$ cat config.mk
export PLATFORM = sky130hd
export DESIGN_NAME = debounce_array
export DESIGN_NICKNAME = d
export VERILOG_FILES = /design/src/rtl/debounce_array.sv
export SDC_FILE = /design/constraint.sdc
export NUM_CORES = 1
export LEC_CHECK = 0
export ABC_AREA = 1
export BUFFER_PORTS_ARGS = -buffer_cell sky130_fd_sc_hd__buf_2
export CAP_MARGIN = 10
export CORE_ASPECT_RATIO = 0.75
export CORE_MARGIN = 4
export CORE_UTILIZATION = 31
export CTS_CLUSTER_SIZE = 12
export DETAILED_ROUTE_END_ITERATION = 10
export SYNTH_ARGS = -nofsm -noshare
export SYNTH_HDL_FRONTEND = slang
export SYNTH_SLANG_ARGS = --single-unit
$ cat constraint.sdc
create_clock -name clk -period 2.4 [get_ports clk]
set_clock_uncertainty 0.1 [all_clocks]
set_input_delay 0 -clock clk [delete_from_list [all_inputs] [get_ports clk]]
set_output_delay 0 -clock clk [all_outputs]
set_load 0.02 [all_outputs]
$ cat src/rtl/debounce_array.sv
// Multi-channel switch debouncer with optional auto-repeat.
// Each channel synchronises its raw input, only accepts a new level after
// THRESHOLD consecutive en ticks that disagree with the current level, and
// emits one-cycle rise/fall pulses plus optional held-key repeat pulses.

module debounce_lane #(
  parameter int THRESHOLD    = 48,
  parameter int ACTIVE_LOW   = 1,
  parameter int REPEAT_DELAY = 0,
  parameter int REPEAT_RATE  = 8
) (
  input  logic clk,
  input  logic rstn,
  input  logic en,
  input  logic raw,
  output logic level,
  output logic rise,
  output logic fall,
  output logic rpt
);

  localparam int   CW   = $clog2(THRESHOLD + 1);
  // Raw pin value that means "not asserted"; synchronizer resets to it.
  localparam logic IDLE = (ACTIVE_LOW != 0);

  logic          sync1, sync2;
  logic          s;
  logic [CW-1:0] cnt;
  logic          accept;

  // Normalised sample: 1 means the channel is asserted.
  assign s      = sync2 ^ IDLE;
  // This en tick completes the disagreement run and flips the level.
  assign accept = en && (s != level) && (cnt == CW'(THRESHOLD - 1));

  // Two-flop synchronizer, clocked every cycle independent of en.
  always_ff @(posedge clk) begin
    if (!rstn) begin
      sync1 <= IDLE;
      sync2 <= IDLE;
    end else begin
      sync1 <= raw;
      sync2 <= sync1;
    end
  end

  // Disagreement counter and accepted level; edge pulses are registered
  // alongside the level so they line up with the level change.
  always_ff @(posedge clk) begin
    if (!rstn) begin
      cnt   <= '0;
      level <= 1'b0;
      rise  <= 1'b0;
      fall  <= 1'b0;
    end else begin
      rise <= 1'b0;
      fall <= 1'b0;
      if (en) begin
        if (s == level) begin
          cnt <= '0;
        end else if (accept) begin
          level <= s;
          cnt   <= '0;
          rise  <= s;
          fall  <= ~s;
        end else begin
          cnt <= cnt + CW'(1);
        end
      end
    end
  end

  generate
    if (REPEAT_DELAY > 0) begin : g_rep
      localparam int RMAX = (REPEAT_DELAY > REPEAT_RATE) ? REPEAT_DELAY : REPEAT_RATE;
      localparam int RW   = $clog2(RMAX + 1);

      logic [RW-1:0] rcnt;
      logic [RW-1:0] rnxt;
      logic [RW-1:0] rlim;
      logic          armed;  // first repeat already issued; use RATE from now on

      assign rnxt = rcnt + RW'(1);
      assign rlim = armed ? RW'(REPEAT_RATE) : RW'(REPEAT_DELAY);

      // Repeat timer: counts en ticks while held, restarts from zero after
      // every pulse, so it never overflows however long the key is held.
      always_ff @(posedge clk) begin
        if (!rstn) begin
          rcnt  <= '0;
          armed <= 1'b0;
          rpt   <= 1'b0;
        end else begin
          rpt <= 1'b0;
          if (en) begin
            if (!level || accept) begin
              // Idle, rising this tick, or falling this tick: no repeat.
              rcnt  <= '0;
              armed <= 1'b0;
            end else if (rnxt == rlim) begin
              rpt   <= 1'b1;
              rcnt  <= '0;
              armed <= 1'b1;
            end else begin
              rcnt <= rnxt;
            end
          end
        end
      end
    end else begin : g_norep
      assign rpt = 1'b0;
    end
  endgenerate

endmodule

module debounce_array #(
  parameter int N            = 4,
  parameter int THRESHOLD    = 48,
  parameter int ACTIVE_LOW   = 1,
  parameter int REPEAT_DELAY = 0,
  parameter int REPEAT_RATE  = 8
) (
  input  logic         clk,
  input  logic         rstn,
  input  logic         en,
  input  logic [N-1:0] raw,
  output logic [N-1:0] level,
  output logic [N-1:0] rise,
  output logic [N-1:0] fall,
  output logic [N-1:0] rpt
);

  generate
    if (N < 1 || THRESHOLD < 1 || REPEAT_RATE < 1 || REPEAT_DELAY < 0) begin : g_bad_param
      $error("debounce_array: illegal parameter (N, THRESHOLD, REPEAT_RATE must be >= 1)");
    end
  endgenerate

  // One independent debouncer per channel.
  generate
    for (genvar i = 0; i < N; i++) begin : g_lane
      debounce_lane #(
        .THRESHOLD   (THRESHOLD),
        .ACTIVE_LOW  (ACTIVE_LOW),
        .REPEAT_DELAY(REPEAT_DELAY),
        .REPEAT_RATE (REPEAT_RATE)
      ) u_lane (
        .clk  (clk),
        .rstn (rstn),
        .en   (en),
        .raw  (raw[i]),
        .level(level[i]),
        .rise (rise[i]),
        .fall (fall[i]),
        .rpt  (rpt[i])
      );
    end
  endgenerate

endmodule
==> results of run 1 <==
## worst max path at each step
stage	from	end	slack (ns)	cells after the start
after global placement	g_lane[2].u_lane.cnt[0]$_SDFFE_PN0P_	g_lane[2].u_lane.cnt[0]$_SDFFE_PN0P_	1.08	5
final	g_lane[1].u_lane.cnt[0]$_SDFFE_PN0P_	g_lane[1].u_lane.cnt[5]$_SDFFE_PN0P_	1.06	6
after detailed placement	g_lane[2].u_lane.cnt[0]$_SDFFE_PN0P_	g_lane[2].u_lane.cnt[0]$_SDFFE_PN0P_	1.07	5
after CTS	g_lane[3].u_lane.cnt[0]$_SDFFE_PN0P_	g_lane[3].u_lane.cnt[0]$_SDFFE_PN0P_	1.05	5
after floorplan	g_lane[2].u_lane.cnt[0]$_SDFFE_PN0P_	g_lane[2].u_lane.cnt[0]$_SDFFE_PN0P_	1.16	5
after global routing	g_lane[2].u_lane.cnt[0]$_SDFFE_PN0P_	g_lane[2].u_lane.cnt[5]$_SDFFE_PN0P_	0.93	6
## per-layer routing
metal	up-vias	share of wire [%]	global-route usage, %
met4	0	1.3	3.15
li1	833	-	-
met2	24	42	14.5
met1	686	51	12.8
met5	-	0	0
met3	4	5.5	3.82
## critical path: cells and delay by family (launching register included)
family                     cells  cell delay (ns)
adders and majority gates      1             0.22
DFF                            1             0.33
and+or+nand+nor                3             0.40
AOI/OAI and AO/OA              2             0.23
## registers in the layout, indices dropped and copies added (netlist names)
signal / flops
g_lane.u_lane.fall: 4
g_lane.u_lane.sync2: 4
g_lane.u_lane.level: 4
g_lane.u_lane.sync1: 4
g_lane.u_lane.cnt: 24
g_lane.u_lane.rise: 4
## logic make-up after synthesis
family	Yosys count	share of synthesized area [%]
compound gates	40	10.6
xor+xnor	7	2.99
fa+ha+maj	4	2.44
buf+inv	46	13.4
flops	44	42.9
other cells	1	0.183
simple gates	121	27.5
## Yosys cell counts, drive strengths merged
master,count,area share (%)
nand2,72,13
dfxtp,44,43
a21oi,26,6.5
inv,23,4.6
buf,22,8.1
nand3,18,5.6
nor2,17,4.7
o21ai,10,2.6
or2,8,2.4
nor3,6,1.5
xor2,5,2.1
ha,4,2.4
o21a,3,1.1
xnor2,2,0.85
clkbuf,1,0.67
conb,1,0.18
o21bai,1,0.37
## final cells by class
| class | count | area, um^2 | share of cell area, % |
|---|---|---|---|
| repair buffers | 23 | 140 | 6.32 |
| inverters | 23 | 93.8 | 4.23 |
| flip-flops and latches | 44 | 881 | 39.7 |
| clock inverters | 2 | 10.0 | 0.451 |
| clock buffers | 6 | 82.6 | 3.72 |
| well taps | 81 | 101 | 4.57 |
| multi-input cells | 176 | 908 | 41.0 |
## what timing repair did
item / CTS / global route
buffers inserted: 0 / 0
hold buffers: 5 / 0
hold endpoints to repair: 13 / 0
## power groups by stage
stage | Sequential, mW | Clock, mW | Combinational (mW)
after floorplan | 0.760 | 0 | 0.0541
after detailed placement | 0.761 | 0 | 0.0557
after global routing | 0.745 | 0.533 | 0.0704
after global placement | 0.761 | 0 | 0.0552
final | 0.744 | 0.481 | 0.0615
after CTS | 0.744 | 0.503 | 0.0623
==> reports/metrics.csv, run 1 <==
metric;value;unit
r2r_start;g_lane[1].u_lane.cnt[0]$_SDFFE_PN0P_;
min_to;g_lane[2].u_lane.cnt[0]$_SDFFE_PN0P_;
crit_required;2.54;ns
dp_cells;342;
power.switching;298;uW
worst-r2r-setup-slack;1.06;ns
ys_seq_elements;44;
crit_type;reg2reg;
slowest_delay;0.33;ns
fill_cells;674;
cts_tree;built;
hpwl;2350;um
finalPower;1.29;mW
finalHoldViolCount;0;
ant_nets;0;
outcome;complete, no violations;
slew-limit-headroom;54.7;%
drcViolationCount;0;
core_area;0.00635;mm^2
worst_slew_pin_slew;0.678;ns
setup_viol;0;
antenna_found_initial;0;
routed_wl;3520;um
comb_power_share;4.8;%
end_kind;flip-flop;
p_leak;0.862;nW
vias;1547;
stdcell_area;0.00222;mm^2
synthCells;263;
h-tree-depth;2;
finalCritPeriodShare;55.8;%
cts_root_buf;clkbuf_8;
fmax;0.747;GHz
clock-sinks;44;
nets;284;
drt-initial-drc-count;44;
arrival;1.48;ns
fin_ws;1.06;ns
reg2reg_depth;6;
drt_first_pass_iters;4;
timing.hold.ws;0.0664;ns
cpMaxStageDelayCell;dfxtp_1;
startpoint_type;flip-flop;
rows;25;
n_antenna_cell;0;
slew_violations;0;
path_clk_slew;0.08;ns
gr-total-overflow;0;
grt_setup_unrepaired;false;
yosysSeqAreaShare;42.9;%
grt_max_degree;36;
yosysWarnings;0;
grtUsageTotal;9.71;%
ys_types;29;
die_w;102;um
r2r-end;g_lane[1].u_lane.cnt[5]$_SDFFE_PN0P_;
path_common_cell;nor2_2;
cts_buffers;5;
intPower;989;uW
instances_no_fill;355;
port_buffers;18;
ir_worst_vdd;0.000324;V
tns;0;ns
hp-start;en;
period_needed;1.34;ns
start_util;32.3;%
wl_per_cell;9.91;um
clk_path_buf_depth;2;
die_area;0.00800;mm^2
pre_cts_slack;1.07;ns
switching_share;23.2;%
worst-path-max-fanout;5;
pwr-share-clk;37.4;%
syn_area;0.00205;mm^2
grt_pass1_wl;6240;um
fin_util;34.9;%
cap_violations;0;
gp_congestion;0.736;
io_pins;23;
power-per-cell-area;580;mW/mm^2
layout-area-overhead-vs-synth;8.05;%
final_layout_size_suffix_gt1_share;20.1;%
hp-class;in2reg;
worstHoldPathCells;3;
final_cell_mix;71 x nand2_1, 44 x dfxtp_1, 25 x a21oi_1;
vias_per_cell;4.36;
grt_pass1_vias;1406;
avgSynthCellArea;7.80;um^2
crit_chain;ha_1, nand3_1, nor2_2, nor2_2, o21ai_1, a21oi_2;
floorplan.die.height;78.5;um
final_common_cell;nand2_1;
clock_latency;0.29;ns
placed_cell_area;0.00207;mm^2
cts_resized;0;
seqPwrFrac;57.8;%
(Power assumes the default switching activity.)
==> run 2: changes to the inputs <==
- clock period: 2.4 -> 1.1 ns (I/O delays scaled with it)
==> reports/metrics.csv, run 2 (same netlist as run 1, synthesis figures left out) <==
metric;value;unit;change
r2r-end;g_lane[1].u_lane.cnt[2]$_SDFFE_PN0P_;;
setup_viol;28;;+28
io_pins;23;;unchanged
intPower;2.11;mW;+110%
min_to;g_lane[3].u_lane.cnt[0]$_SDFFE_PN0P_;;
grt_max_degree;36;;unchanged
comb_power_share;6.6;%;+1.8 points
vias;1670;;+8.0%
end_kind;flip-flop;;
h-tree-depth;2;;unchanged
antenna_found_initial;0;;unchanged
ir_worst_vdd;0.000464;V;+43%
pre_cts_slack;-0.0946;ns;-1.16 ns
grt_pass1_wl;6710;um;+7.5%
startpoint_type;flip-flop;;
hp-start;en;;
drt_first_pass_iters;4;;unchanged
routed_wl;4030;um;+14%
power.switching;665;uW;+120%
vias_per_cell;4.36;;about the same
violations;negative setup slack;;
finalPower;2.78;mW;+120%
clock-sinks;44;;unchanged
cts_root_buf;clkbuf_8;;
drt-initial-drc-count;48;;+9.1%
fin_ws;-0.0823;ns;-1.14 ns
crit_type;reg2reg;;
layout-area-overhead-vs-synth;30.9;%;
arrival;1.27;ns;-0.21 ns
worst-path-max-fanout;3;;-2
largest_reg_flops;24;;unchanged
switching_share;23.9;%;+0.77 points
largest-register;g_lane.u_lane.cnt;;
final_cell_mix;63 x nand2_1, 29 x buf_4, 24 x dfxtp_1;;
power-per-cell-area;1030;mW/mm^2;+78%
rows;25;;unchanged
core_area;0.00635;mm^2;unchanged
seqPwrFrac;58.3;%;+0.5 points
grtUsageTotal;10.5;%;+0.83 points
grt_setup_unrepaired;true;;
path_clk_slew;0.08;ns;about the same
instances_no_fill;383;;+7.9%
reg2reg_depth;5;;-1
finalCritPeriodShare;107;%;+52 points
tns;-1.31;ns;-1.31 ns
drcViolationCount;0;;unchanged
die_w;102;um;unchanged
final_common_cell;nand2_1;;
wl_per_cell;10.5;um;+6.1%
nets;313;;+10%
period_needed;1.18;ns;-0.156 ns
cts_tree;built;;
final_layout_size_suffix_gt1_share;46.4;%;+26 points
cap_violations;0;;unchanged
r2r_start;g_lane[1].u_lane.cnt[0]$_SDFFE_PN0P_;;
grt_pass1_vias;1525;;+8.5%
worst-r2r-setup-slack;-0.08;ns;-1.14 ns
worstHoldPathCells;3;;unchanged
clock_latency;0.30;ns;about the same
cts_buffers;5;;unchanged
hpwl;2640;um;+12%
slew_violations;0;;unchanged
ant_nets;0;;unchanged
gr-total-overflow;0;;unchanged
fmax;0.846;GHz;+13%
floorplan.die.height;78.5;um;unchanged
finalHoldViolCount;0;;unchanged
outcome;complete, but fails checks;;
hp-class;in2reg;;
clk_path_buf_depth;2;;unchanged
n_antenna_cell;0;;unchanged
start_util;32.3;%;unchanged
die_area;0.00800;mm^2;unchanged
dp_cells;367;;+7.3%
gp_congestion;0.806;;+9.5%
p_leak;0.999;nW;+16%
crit_required;1.18;ns;-1.36 ns
port_buffers;18;;unchanged
pwr-share-clk;35.1;%;-2.3 points
[run 2: cell count changes in the layout (fill, tap and decap cells not counted), moves of 8 or more]
| cell | previous run | this run |
|---|---|---|
| buf_4 | 0 | 29 |
| nand2_2 | 1 | 9 |
| a21oi_2 | 1 | 9 |
| nand2_1 | 71 | 63 |
| a21oi_1 | 25 | 17 |
| dfxtp_1 | 44 | 24 |
| dfxtp_2 | 0 | 17 |
[run 2: critical path, cell delays in order (launching register included)]
cell and delay, ns:
dfxtp_4 0.36, ha_4 0.17, buf_4 0.13, buf_4 0.12, o21ai_0 0.14, a21oi_1 0.05
[run 2: how the worst max path moves through the flow]
stage / startpoint / end / slack (ns) / cells after the start
detailed placement: g_lane[3].u_lane.cnt[0]$_SDFFE_PN0P_ / g_lane[3].u_lane.cnt[4]$_SDFFE_PN0P_ / -0.09 / 6
floorplan: g_lane[0].u_lane.cnt[1]$_SDFFE_PN0P_ / g_lane[0].u_lane.cnt[0]$_SDFFE_PN0P_ / -0.05 / 5
finish: g_lane[1].u_lane.cnt[0]$_SDFFE_PN0P_ / g_lane[1].u_lane.cnt[2]$_SDFFE_PN0P_ / -0.08 / 5
CTS: g_lane[0].u_lane.cnt[1]$_SDFFE_PN0P_ / g_lane[0].u_lane.cnt[0]$_SDFFE_PN0P_ / -0.09 / 5
global placement: g_lane[0].u_lane.cnt[1]$_SDFFE_PN0P_ / g_lane[0].u_lane.cnt[0]$_SDFFE_PN0P_ / -0.07 / 5
global route: g_lane[1].u_lane.cnt[1]$_SDFFE_PN0P_ / g_lane[1].u_lane.rise$_SDFF_PP0_ / -0.14 / 5
[run 2: final cells by class]
| type | instances | area [um^2] |
|---|---|---|
| clock buffer | 6 | 72.6 |
| clock inverter | 1 | 5.00 |
| fill | 637 | 3660 |
| inverter | 23 | 96.3 |
| multi-input combinational | 176 | 1140 |
| sequential | 44 | 913 |
| tap | 81 | 101 |
| timing repair buffer | 52 | 358 |
[run 2: per-stage QoR]
step	util [%]	cell area, um^2	hold WS [ns]
after floorplan	-	2200	0.00654
after global placement	37.7	2400	0.0864
after detailed placement	37.7	2400	0.0897
after CTS	40.8	2590	0.0656
after global routing	42.3	2690	0.120
final	42.3	2690	0.0854
[run 2: metal layers]
metal	vias to the layer above	track usage, %	share of wire [%]
li1	889	-	-
met1	752	14.1	51
met2	21	15.5	43
met3	8	3.20	3.6
met4	0	4.72	1.8
met5	-	0	0
[run 2: power by group through the flow]
| stage | clock (mW) | combinational [mW] | sequential [mW] |
|---|---|---|---|
| 2_1_floorplan | 0 | 0.121 | 1.66 |
| 5_1_grt | 1.08 | 0.206 | 1.62 |
| 3_3_place_gp | 0 | 0.152 | 1.66 |
| 6_report | 0.976 | 0.183 | 1.62 |
| 3_5_place_dp | 0 | 0.153 | 1.66 |
| 4_1_cts | 1.02 | 0.174 | 1.62 |
[run 2: repair_timing]
action	in CTS	in global routing
pin swaps	16	8
buffers inserted	2	2
hold buffers	5	0
gates resized for setup	19	32
endpoints found under the hold margin	11	0
endpoints found under the setup margin	31	36
